==> config.mk <==
export PLATFORM = sky130hd
export DESIGN_NAME = bcd_to_bin_seq
export DESIGN_NICKNAME = d
export VERILOG_FILES = /design/src/rtl/bcd_to_bin_seq.sv
export SDC_FILE = /design/constraint.sdc
export NUM_CORES = 1
export LEC_CHECK = 0
export BUFFER_PORTS_ARGS = -buffer_cell sky130_fd_sc_hd__buf_2
export CORE_UTILIZATION = 43
export CTS_CLUSTER_SIZE = 40
export DETAILED_ROUTE_END_ITERATION = 7
export PLACE_DENSITY = 0.66
export SLEW_MARGIN = 25
export SYNTH_ARGS = -nofsm -noshare
export SYNTH_HDL_FRONTEND = slang
export SYNTH_SLANG_ARGS = --single-unit
==> constraint.sdc <==
create_clock -name CLOCK_50 -period 1.56 [get_ports CLOCK_50]
set_input_delay 0.156 -clock CLOCK_50 [delete_from_list [all_inputs] [get_ports CLOCK_50]]
set_output_delay 0.156 -clock CLOCK_50 [all_outputs]
set_load 0.03 [all_outputs]
==> src/rtl/bcd_to_bin_seq.sv <==
// bcd_to_bin_seq: sequential reverse double-dabble BCD-to-binary converter with a start/ready/done handshake
module bcd_to_bin_seq #(
  parameter int DIGITS = 2,
  parameter int BIN_W  = 7
) (
  input  logic                  CLOCK_50,
  input  logic                  RESETN,
  input  logic                  start,
  input  logic [4*DIGITS-1:0]   bcd_in,
  output logic                  ready,
  output logic                  busy,
  output logic                  done,
  output logic                  err,
  output logic [BIN_W-1:0]      bin_out
);
  localparam int WW = 4*DIGITS + BIN_W;
  localparam int CW = $clog2(BIN_W + 1);
  typedef enum logic [1:0] {IDLE, CONV, DONE} state_t;
  state_t state, state_nx;
  logic [WW-1:0] w, w_sh, w_adj;
  logic [CW-1:0] cnt;
  logic bad, last;
  // digits of 8+ after the shift had a ten carried in from above; take back the excess 3
  always_comb begin
    w_sh  = w >> 1;
    w_adj = w_sh;
    bad   = 1'b0;
    for (int i = 0; i < DIGITS; i++) begin
      if (w_sh[BIN_W+4*i+3]) w_adj[BIN_W+4*i +: 4] = w_sh[BIN_W+4*i +: 4] - 4'd3;
      if (bcd_in[4*i +: 4] > 4'd9) bad = 1'b1;
    end
  end
  assign last  = cnt == CW'(BIN_W - 1);
  assign ready = state == IDLE;
  assign busy  = state == CONV;
  assign done  = state == DONE;
  always_comb begin
    state_nx = IDLE;
    state_nx = (state == IDLE) ? (start ? (bad ? DONE : CONV) : IDLE) :
               (state == CONV) ? (last ? DONE : CONV) : IDLE;
  end
  always_ff @(posedge CLOCK_50 or negedge RESETN) begin
    if (!RESETN) begin
      state   <= IDLE;
      w       <= '0;
      cnt     <= '0;
      err     <= 1'b0;
      bin_out <= '0;
    end else begin
      state <= state_nx;
      if (state == IDLE && start) begin
        if (bad) begin
          err     <= 1'b1;
          bin_out <= '0;
        end else begin
          w   <= {bcd_in, BIN_W'(0)};
          cnt <= '0;
        end
      end
      if (state == CONV) begin
        w   <= w_adj;
        cnt <= cnt + 1'b1;
        if (last) begin
          bin_out <= w_adj[BIN_W-1:0];
          err     <= 1'b0;
        end
      end
    end
  end
endmodule
==> metrics.md <==
| Metric | Value |
|---|---|
| Result of the run | finished clean |
| Worst reg2reg path depth | 4 |
| Final #Nets | between 150 and 200 |
| Worst skew pair latency | 0.33 ns |
| Fmax | 667 MHz |
| Register area | between 600 and 700 µm² |
| Final Hold Viols | 0 |
| Drt via density | 5.59 |
| DRC violations left | 0 |
| First-pass GRT wire length | 4530 µm |
| Top area cells in the synthesized netlist | dfrtp_1 53%, o2bb2ai_1 5.5%, o311ai_1 4.8% |
| Critical path required time | about 1.8 ns |
| Hold Crit Depth | 3 |
| Internal power | ~1.6 mW |
| Ant. Diodes | 0 |
| Leak | about 0.74 nW |
| Hold EP | w[11] |
| Least-Margin Pin Slew | 0.592 ns |
| Sw frac | 39.7% |
| Final setup viols | 0 |
| Via count | between 900 and 1,000 |
| Clk buf depth | 2 |
| Vias in the first global route | 1,017 |
| Worst clock skew | a little under 0.001 ns |
| Yosys reg bits | 27 |
| Synthesis-to-finish area growth | 22.0% |
| Rows | 19 |
| Max Slew Vio Count | 0 |
| Avg Cell Area, Syn | 11.5 µm² |
| Post-route ant nets | 0 |
| Clock buffer count from CTS | 3 |
| Final period utilization | a little over nine tenths |
| Worst slack at placement | 0.0465 ns |
| Critical path capture point type | register |
| Reg2reg setup slack | approximately 0.060 ns |
| Footprint of the multi-input gates | around 590 µm² |
| IO buf count | 21 |
| Routed wl met2 | about 1200 µm |
| FILL cells | 245 |
| CP Max Fanout | 8 |
| HP Start | bcd_in[4] |
| Ys flop type | dfrtp_1 |
| Number of synthesized flops with an enable pin | 0 |
| Cell taking the most area after synthesis | dfrtp_1 |
| Initial Util | between 40 and 50% |
| CORE AREA | about 2800 µm² |
| Yosys cell types | 30 |
| Clock power frac | a little under an eighth |
| Slew HR | ~61% |
| Post-Synthesis Cells | between 100 and 150 |
| Final WS setup | 0.0600 ns |
| M1 WL | 1240 µm |
| Reg-to-Reg End | cnt[0] |
| Wire per inst | 14.4 µm |
| Synth warn | 0 |
| Syn Std Cell Area | 1280 µm² |
| IO Count | 22 |
| Worst path arrival time | between 1.5 and 2 ns |
| Max Used Layer | met4 |
| Final WL | around 2600 µm |
| GRT overflow | 0 |
| Top-count cell post-synth | dfrtp_1 |
| Die X | 56.6 µm |
| Max-Cap Viols | 0 |
| Async SR Flop Fraction | 100% |
| Min-delay worst type | input pin to register |
| Tmin final | roughly 1.5 ns |
| Clk sinks | 27 |
| Met3 wire length | between 80 and 90 µm |
| Final core utilization | around 56% |
| Die area | around 3200 µm² |
| Power share of the combinational group | around 46% |
| GRT Overall Usage | between 10% and 20% |
| Initial detailed-routing violation count | 22 |
| CTS Root Cell | clkbuf_4 |
| Sw power | about 1.1 mW |
| Detailed placement HPWL | 1840 µm |
| Top cells by count, synth | 27 x dfrtp_1, 14 x nand2_1, 8 x o2bb2ai_1, 7 x o311ai_1 |
| R2R Path Start | state[0] |
| First-pass DRT Iterations | 3 |
| Final GP Congestion | just over 0.8 |
| Clk slew on worst S/H paths | roughly 0.15 ns |
| Synth top area share | 52.7% |
| Die Y-Extent | 56.6 µm |
| Fraction of layout cells with a size suffix above 1 | roughly 31% |
| Mapped Nets | between 100 and 150 |
| H-tree Lvls | 1 |
| Sequential Power Share | between 40% and 50% |
| Startpoint types | register |
| CTS tree | done |
| Type of the worst setup path | register to register |
| Post-synthesis sequential area ratio | between 50% and 60% |
| Largest net degree at the start of global routing | 28 |
| Peak ir drop on the vdd network | about 1.1 mV |
| Initial antenna violation count | 0 |
| Power density cells | between 1500 and 2000 nW/µm² |
[sequential cells by signal, indices dropped and copies added, names as in the netlist]
name     cells
bin_out      7
cnt          3
w           14
err          1
state        2
[what timing repair did]
action | 4_1_cts | 5_1_grt
endpoints found under the setup margin | 1 | 22
pin swaps | 0 | 1
resized for setup | 1 | 4
hold buffers | 1 | 0
setup buffers | 3 | 1
hold endpoints to repair | 27 | 0
[cell families after synthesis]
kind of cell	Yosys count	share of synthesized area, %
compound gates	35	23.5
simple gates	32	13.2
flops	27	52.7
buf+inv	9	3.22
xor+xnor	3	2.05
mux	3	2.44
fa+ha+maj	3	2.93
[power by group through the flow]
stage / clock network [mW] / registers [mW] / logic (mW)
2_1_floorplan: 0 / 1.20 / 0.732
3_3_place_gp: 0 / 1.14 / 1.10
3_5_place_dp: 0 / 1.15 / 1.12
4_1_cts: 0.320 / 1.13 / 1.19
5_1_grt: 0.353 / 1.17 / 1.35
6_report: 0.312 / 1.13 / 1.23
[worst max-delay path by stage]
stage	start	end	slack, ns	cells after the start
finish	state[0]	cnt[0]	0.06	4
global route	state[0]	cnt[0]	-0.02	4
CTS	state[0]	w[13]	0.03	3
detailed placement	state[0]	w[13]	0.05	3
global placement	state[0]	w[13]	0.08	3
floorplan	state[1]	w[10]	0.05	5
[cells in the final DEF (no fill, tap or decap), drive strengths merged, types with 2 or more instances in the layout]
cell and instances:
o21ai 2, nand4 4, a22o 6, o21a 3, buf 33, nor2b 2, nand2b 2, dfrtp 27
nand2 14, o211ai 6, ha 3, o2bb2ai 8, nand3 3, o311ai 7, nor2 2, mux2i 2
inv 6, clkbuf 3, xnor2 3
[critical path: stages, from the launching register on]
cell and delay, ns:
dfrtp_1 0.41, buf_4 0.16, nor3b_2 0.35, a31oi_4 0.19, mux2_2 0.30
[layout make-up]
cell class,count,area share [%]
multi-input cells,76,37.7
repair buffers,34,13.3
flip-flops and latches,27,43.2
clock buffers,3,1.44
clock inverters,1,0.480
well taps,31,2.48
inverters,6,1.44
[per-layer routing]
layer / global-route usage (%) / vias up
met4: 3.14 / 0
met5: 0 / -
met3: 4.84 / 2
met2: 31.1 / 19
met1: 24.3 / 480
li1: - / 494
[stage by stage]
step                hold WS [ns]  instance area (µm²)  total power [mW]  TNS (ns)  instances
finish                    0.0657                 1560              2.67         0        178
global route              0.0525                 1560              2.88   -0.0245        178
CTS                       0.0622                 1530              2.64         0        177
detailed placement         0.201                 1470              2.27         0        169
global placement           0.194                 1470              2.24         0        169
floorplan                 -0.140                 1280              1.93         0        112
(Power assumes the default switching activity.)
